[src/rtl/pipeline_hazard_ctrl.sv]
// pipeline_hazard_ctrl: pipeline stall/flush/freeze sequencer (optional perf counters via HAZARD_PERF_CNT_EN)
module pipeline_hazard_ctrl #(
    parameter int INIT_CYCLES = 4,
    parameter int CNT_W       = 16
) (
    input  logic             clk,
    input  logic             startin,
    input  logic [4:0]       ID_rs,
    input  logic [4:0]       ID_rt,
    input  logic             ID_uses_rt,
    input  logic             EX_mem_read,
    input  logic [4:0]       EX_rt,
    input  logic             MEM_branch,
    input  logic             MEM_zero,
    input  logic             mem_busy,
    output logic             pc_write,
    output logic             pc_src,
    output logic             IF_ID_write,
    output logic             IF_ID_flush,
    output logic             ID_EX_flush,
    output logic             EX_MEM_flush,
    output logic             pipe_hold,
    output logic [1:0]       ctrl_state
`ifdef HAZARD_PERF_CNT_EN
    ,
    output logic [CNT_W-1:0] stall_cnt,
    output logic [CNT_W-1:0] flush_cnt
`endif
);
    typedef enum logic [1:0] {INIT = 2'd0, RUN = 2'd1, FREEZE = 2'd2} state_t;
    localparam logic [3:0] INIT_LAST = 4'(INIT_CYCLES - 1);
    state_t     r_state, w_next;
    logic [3:0] r_init_cnt;
    logic       w_branch, w_load_use;
    assign w_branch   = MEM_branch & MEM_zero;
    assign w_load_use = EX_mem_read && (EX_rt != 5'd0) &&
                        ((EX_rt == ID_rs) || (ID_uses_rt && (EX_rt == ID_rt)));
    assign ctrl_state = r_state;
    // State register and init counter; the counter only runs while in INIT
    always_ff @(posedge clk) begin
        if (startin) begin
            r_state    <= INIT;
            r_init_cnt <= 4'd0;
        end else begin
            r_state    <= w_next;
            r_init_cnt <= (r_state == INIT) ? r_init_cnt + 4'd1 : 4'd0;
        end
    end
    // Next state and stage-register controls; startin forces the INIT controls
    always_comb begin
        w_next       = r_state;
        pc_write     = 1'b0;
        pc_src       = 1'b0;
        IF_ID_write  = 1'b0;
        IF_ID_flush  = 1'b0;
        ID_EX_flush  = 1'b0;
        EX_MEM_flush = 1'b0;
        pipe_hold    = 1'b0;
        case (r_state)
            RUN: begin
                if (mem_busy) begin
                    w_next    = FREEZE;
                    pipe_hold = 1'b1;
                end else if (w_branch) begin
                    pc_src       = 1'b1;
                    pc_write     = 1'b1;
                    IF_ID_write  = 1'b1;
                    IF_ID_flush  = 1'b1;
                    ID_EX_flush  = 1'b1;
                    EX_MEM_flush = 1'b1;
                end else if (w_load_use) begin
                    ID_EX_flush = 1'b1;
                end else begin
                    pc_write    = 1'b1;
                    IF_ID_write = 1'b1;
                end
            end
            FREEZE: begin
                pipe_hold = 1'b1;
                w_next    = mem_busy ? FREEZE : RUN;
            end
            default: begin
                w_next       = (r_state == INIT && r_init_cnt == INIT_LAST) ? RUN : INIT;
                IF_ID_flush  = 1'b1;
                ID_EX_flush  = 1'b1;
                EX_MEM_flush = 1'b1;
            end
        endcase
        if (startin) begin
            pc_write     = 1'b0;
            pc_src       = 1'b0;
            IF_ID_write  = 1'b0;
            pipe_hold    = 1'b0;
            IF_ID_flush  = 1'b1;
            ID_EX_flush  = 1'b1;
            EX_MEM_flush = 1'b1;
        end
    end
`ifdef HAZARD_PERF_CNT_EN
    logic [CNT_W-1:0] r_stall_cnt, r_flush_cnt;
    logic             w_run_free;
    assign w_run_free = (r_state == RUN) && !mem_busy;
    assign stall_cnt  = r_stall_cnt;
    assign flush_cnt  = r_flush_cnt;
    // Saturating counters of load-use stalls and taken-branch flushes in RUN
    always_ff @(posedge clk) begin
        if (startin) begin
            r_stall_cnt <= '0;
            r_flush_cnt <= '0;
        end else begin
            if (w_run_free && !w_branch && w_load_use && !(&r_stall_cnt))
                r_stall_cnt <= r_stall_cnt + 1'b1;
            if (w_run_free && w_branch && !(&r_flush_cnt))
                r_flush_cnt <= r_flush_cnt + 1'b1;
        end
    end
`endif
endmodule

[config.mk]
export PLATFORM = sky130hd
export DESIGN_NAME = pipeline_hazard_ctrl
export DESIGN_NICKNAME = d
export VERILOG_FILES = /design/src/rtl/pipeline_hazard_ctrl.sv
export SDC_FILE = /design/constraint.sdc
export NUM_CORES = 1
export LEC_CHECK = 0
export ABC_AREA = 1
export CORE_MARGIN = 2
export CORE_UTILIZATION = 43
export CTS_BUF_LIST = sky130_fd_sc_hd__clkbuf_4
export DETAILED_ROUTE_END_ITERATION = 8
export PLACE_DENSITY = 0.87
export SLEW_MARGIN = 20
export SYNTH_ARGS = -nofsm -noshare
export SYNTH_HDL_FRONTEND = slang
export SYNTH_SLANG_ARGS = --single-unit
[constraint.sdc]
create_clock -name clk -period 2.1 [get_ports clk]
set_input_delay 0.315 -clock clk [delete_from_list [all_inputs] [get_ports clk]]
set_output_delay 0.315 -clock clk [all_outputs]
set_load 0.01 [all_outputs]
=== Yosys cells after proc, flatten, opt, wreduce, memory -nomap -nowiden ===
Index checks and enable logic that the tools add are counted.

* Bitwise operators: 2
* Equal/unequal tests: 6
* Add/subtract/negate cells: 1
* Reduce and logical (&&, ||, !) cells: 8
* Muxes and demuxes: 23

{| class="wikitable"
|+ Operator list
! cell !! number
|-
| $mux 1 || 17
|-
| $eq 5x5->1 || 2
|-
| $pmux 1 s2 || 3
|-
| $reduce_bool 5->1 || 1
|-
| $add 4x1->4 const B || 1
|-
| $eq 4x2->1 const B || 1
|-
| $logic_and 1x1->1 || 4
|-
| $mux 2 || 2
|-
| $pmux 2 s2 || 1
|-
| $eq 2x1->1 const B || 1
|-
| $eq 2x2->1 const B || 1
|-
| $logic_not 2->1 || 1
|-
| $ne 2x2->1 const B || 1
|-
| $reduce_or 2->1 || 1
|-
| $and 1x1->1 || 1
|-
| $logic_or 1x1->1 || 1
|-
| $not 1->1 || 1
|}

* Output and inout port bits: 9
* Input port bits: 22
* Logic and storage cells: 42
* Register bits: 6

=== Logic depth before layout (Yosys ltp) ===
* Depth in word-level cells: 9
* Depth in mapped cells: 10

=== Worst setup path before layout ===
Ideal clock, no wire load.

* Path kind: register -> output
* From: reg r_state[1] (netlist: ctrl_state[1])
* To: out pc_write
* Cell stages (with the launch flop): 10
* Data required time: 1.785 ns
* Path slack: 0.443 ns
* Arrival time: 1.342 ns
* Cells stage by stage: dfxtp_1 inv_1 ha_1 inv_1 nor2_2 nand3_1 nor2_1 inv_1 nand2_1 buf_4

* Longest elaborated chain between the ends: 3

{| class="wikitable"
|+ Ends and longest elaborated chain
! what !! RTL line !! text
|-
| start: declaration || 32 || <nowiki>state_t r_state, w_next;</nowiki>
|-
| start signal: assignment || 45 || <nowiki>r_state <= w_next;</nowiki>
|-
| $eq 2x1->1 || - ||
|-
| $mux 1 (2 in a row) || - ||
|-
| end: declaration || 16 || <nowiki>output logic pc_write,</nowiki>
|}

Every way passes these cells.

=== Final worst setup path ===
* From: in EX_rt[0]
* To: out ID_EX_flush

* Longest elaborated chain between the ends: 9
* Elaborated cells on any way between the ends: 12
* Classes of those cells: 2 x eq/ne; 5 x mux; 5 x reduce/logical

{| class="wikitable"
|+ Ends and longest elaborated chain
! what !! RTL line !! text
|-
| start: declaration || 12 || <nowiki>input logic [4:0] EX_rt,</nowiki>
|-
| $eq 5x5->1 || 37 || <nowiki>((EX_rt == ID_rs) || (ID_uses_rt && (EX_rt == ID_rt)));</nowiki>
|-
| $logic_and 1x1->1 || 37 ||
|-
| $logic_or 1x1->1 || 37 ||
|-
| $logic_and 1x1->1 (*) || 36 || <nowiki>assign w_load_use = EX_mem_read && (EX_rt != 5'd0) &&</nowiki>
|-
| $mux 1 (*) || 71 || <nowiki>end else if (w_load_use) begin</nowiki>
|-
| $mux 1 (*) || 64 || <nowiki>end else if (w_branch) begin</nowiki>
|-
| $mux 1 (*) || 61 || <nowiki>if (mem_busy) begin</nowiki>
|-
| $pmux 1 s2 (*) || 59 || <nowiki>case (r_state)</nowiki>
|-
| $mux 1 (*) || 89 || <nowiki>if (startin) begin</nowiki>
|-
| end: declaration || 20 || <nowiki>output logic ID_EX_flush,</nowiki>
|}

Every way passes the cells marked *; elsewhere a longest branch is shown, timed or not.

==> run summary <==
die height: 40.8 um
grt ovf: 0
Arrival @ worst endpoint: 1.68 ns
crit path buf inv count: 3
Residual DRC: 0
async set-reset flop share out of synthesis: 0%
WHS Path Cells: 1
Nets: 171
Max Cap Viol: 0
cell count after synthesis: 106
Synth Cell Area: 583 um^2
Rows: 13
Seq/Total Area, Yosys: 20.6%
drt pass-1 iters: 6
footprint of the multi-input gates: 349 um^2
clock latency on the worst-skew pair: 0.25 ns
Final period util: 94.9%
Final ANT Viol Nets: 0
Storage cell area: 121 um^2
Avg Cell Area, Syn: 5.50 um^2
port buffer count: 30
I/O pins: 31
routed length per instance: 10.1 um
Most common cell on crit path: nand2_1
Synth Area in Adders: 8.58%
clk root buf: clkbuf_4
R2R setup slack: 0.73 ns
crit start category: primary input
Clock Skews: 0.00588 ns
xor/xnor cell area share of the yosys netlist: 1.50%
GRT Total Usage: 20.6%
CTS tree: done
Slew headroom: 85.8%
Setup violations, final: 0
crit-path cells: clkdlybuf4s50_1 -> inv_1 -> nand2_1 -> nand2_1 -> nor2_1 -> nand3_1 -> nand2_1 -> nand3_1 -> nand2_1 -> clkdlybuf4s15_1
hold_buf cts: 0
Clock Tree Buf Depth: 2
Synth Area in Compound Gates: 10.5%
final worst slack: 0.107 ns
Routed WL: 1600 um
Simple-Gate Fraction of Synth Area: 36.9%
vias: 732
PwrDens: 367 nW/um^2
Critical Path Max Stage Delay: 0.50 ns
Worst R2R End: ctrl_state[1]
final hold viol count: 0
Core Area: 1280 um^2
most frequent cells in the layout: nand2_1, inv_1, clkdlybuf4s50_1
Crit path required time: 1.78 ns
RSZ-0062 raised after global routing: no
CP top delay family: buffers and inverters
vias in the first global route: 629
total power: 351 uW
initial antenna violation count: 0
status: finished, final reports clean
Leak: 0.000501 uW
routability cong.: 0.814
Die Area: 1670 um^2
CP Capture Type: output pin
Die Wd: 40.8 um
Clock transition at path regs: 0.04 ns
vias per inst: 4.63
final slew viol count: 0
fin crit period: 1.99 ns
commonest non-fill, non-tap cell in the layout: nand2_1
share of cells above drive strength 1: 13.3%
Post-synth EDFFs: 0
min-delay worst type: reg2reg
largest net degree at the start of global routing: 5
post-synthesis mux area share: 0%
Most used DFF post-synth: dfxtp_1
DP Worst Slack: -0.168 ns
FF-to-FF Start: ctrl_state[1]
worst-path fanout max: 3
initial drt markers: 16
Mapped Nets: 132
FMAX: 502 MHz
first-pass GRT wire length: 2370 um
clock buffer count from CTS: 3
maximum vdd drop: 315 uV
Crit Path Class: in2out
Worst Hold Path EP: r_init_cnt[0]
slowest stage cell, crit path: clkdlybuf4s50_1
Final HPWL DP: 1310 um
setup TNS: 0 ns
yosys warns: 0
H-Tree Depth: 1
clock sink count: 6
layout filler cell count: 109
largest family of logic cells by synthesized area: simple AND/OR/NAND/NOR gates
number of synthesized register bits: 6
HP Start: r_init_cnt[0]
Synth-to-Final Area Change: 64.2%
FF-to-FF path depth: 8
Worst-Margin Slew: 0.211 ns
# diodes: 0
post-synthesis cell type count: 18
Initial Utilization: 45.4%
per-stage QoR:
stage               hold WS [ns]  cells  cell area [um^2]  util, %
finish                     0.451    158               957     74.5
global route               0.456    158               957     74.5
global placement           0.431    154               925     72.0
floorplan                  0.418    106               583        -
detailed placement         0.442    154               925     72.0
CTS                        0.453    158               951     74.0
registers in the layout, indices dropped and copies added (netlist names):
signal / count
ctrl_state: 2
r_init_cnt: 4
Yosys cell counts, types with 2 or more instances:
| cell type | count | area share [%] |
|---|---|---|
| inv_2 | 2 | 1.3 |
| dfxtp_1 | 6 | 21 |
| nand3_1 | 5 | 4.3 |
| nor2_1 | 12 | 7.7 |
| ha_1 | 4 | 8.6 |
| nand4_1 | 2 | 2.1 |
| nand2_1 | 32 | 21 |
| o21ai_0 | 2 | 1.7 |
| a21oi_1 | 4 | 3.4 |
| inv_1 | 28 | 18 |
| buf_4 | 2 | 2.6 |
worst max path at each step:
stage                  start           to  slack (ns)  cells past startpoint
5_1_grt             EX_rt[0]  ID_EX_flush        0.01                     10
3_3_place_gp        EX_rt[3]  IF_ID_write       -0.15                      9
6_report            EX_rt[0]  ID_EX_flush        0.11                     10
4_1_cts        ctrl_state[1]  IF_ID_write        0.04                     10
2_1_floorplan  ctrl_state[1]     pc_write        0.44                      9
3_5_place_dp        EX_rt[3]  IF_ID_write       -0.17                      9
timing repair:
item / 4_1_cts / 5_1_grt
pin swaps: 1 / 0
gates resized for setup: 9 / 9
setup endpoints to repair: 7 / 3
setup buffers: 1 / 0
power by group:
group / switching [uW] / internal [uW]
Sequential: 4.94 / 121
Combinational: 50.9 / 62.8
Clock: 46.5 / 65.0
Total: 102 / 249
area by class of cell:
cell class / count / share of cell area, %
clock buffer: 3 / 2.35
timing repair buffer: 36 / 34.8
inverter: 30 / 11.8
multi-input combinational: 68 / 36.5
sequential: 6 / 12.7
tap: 15 / 1.96
metal layers:
metal	GRT usage [%]	vias up	routed length (um)	share of wire (%)
li1	-	387	-	-
met1	23.3	322	730	46
met2	40.2	23	793	50
met3	4.89	0	73	4.6
met4	0	0	0	0
met5	0	-	0	0
cells by family (layout without fill, tap and decap cells):
family | count (synthesis) | count (layout)
buffers and inverters | 32 | 69
DFF | 6 | 6
adders and majority gates | 4 | 4
and+or+nand+nor | 53 | 53
AOI/OAI and AO/OA | 10 | 10
xor gates and xnor gates | 1 | 1
Note: power is estimated with default switching activity, not from simulation.
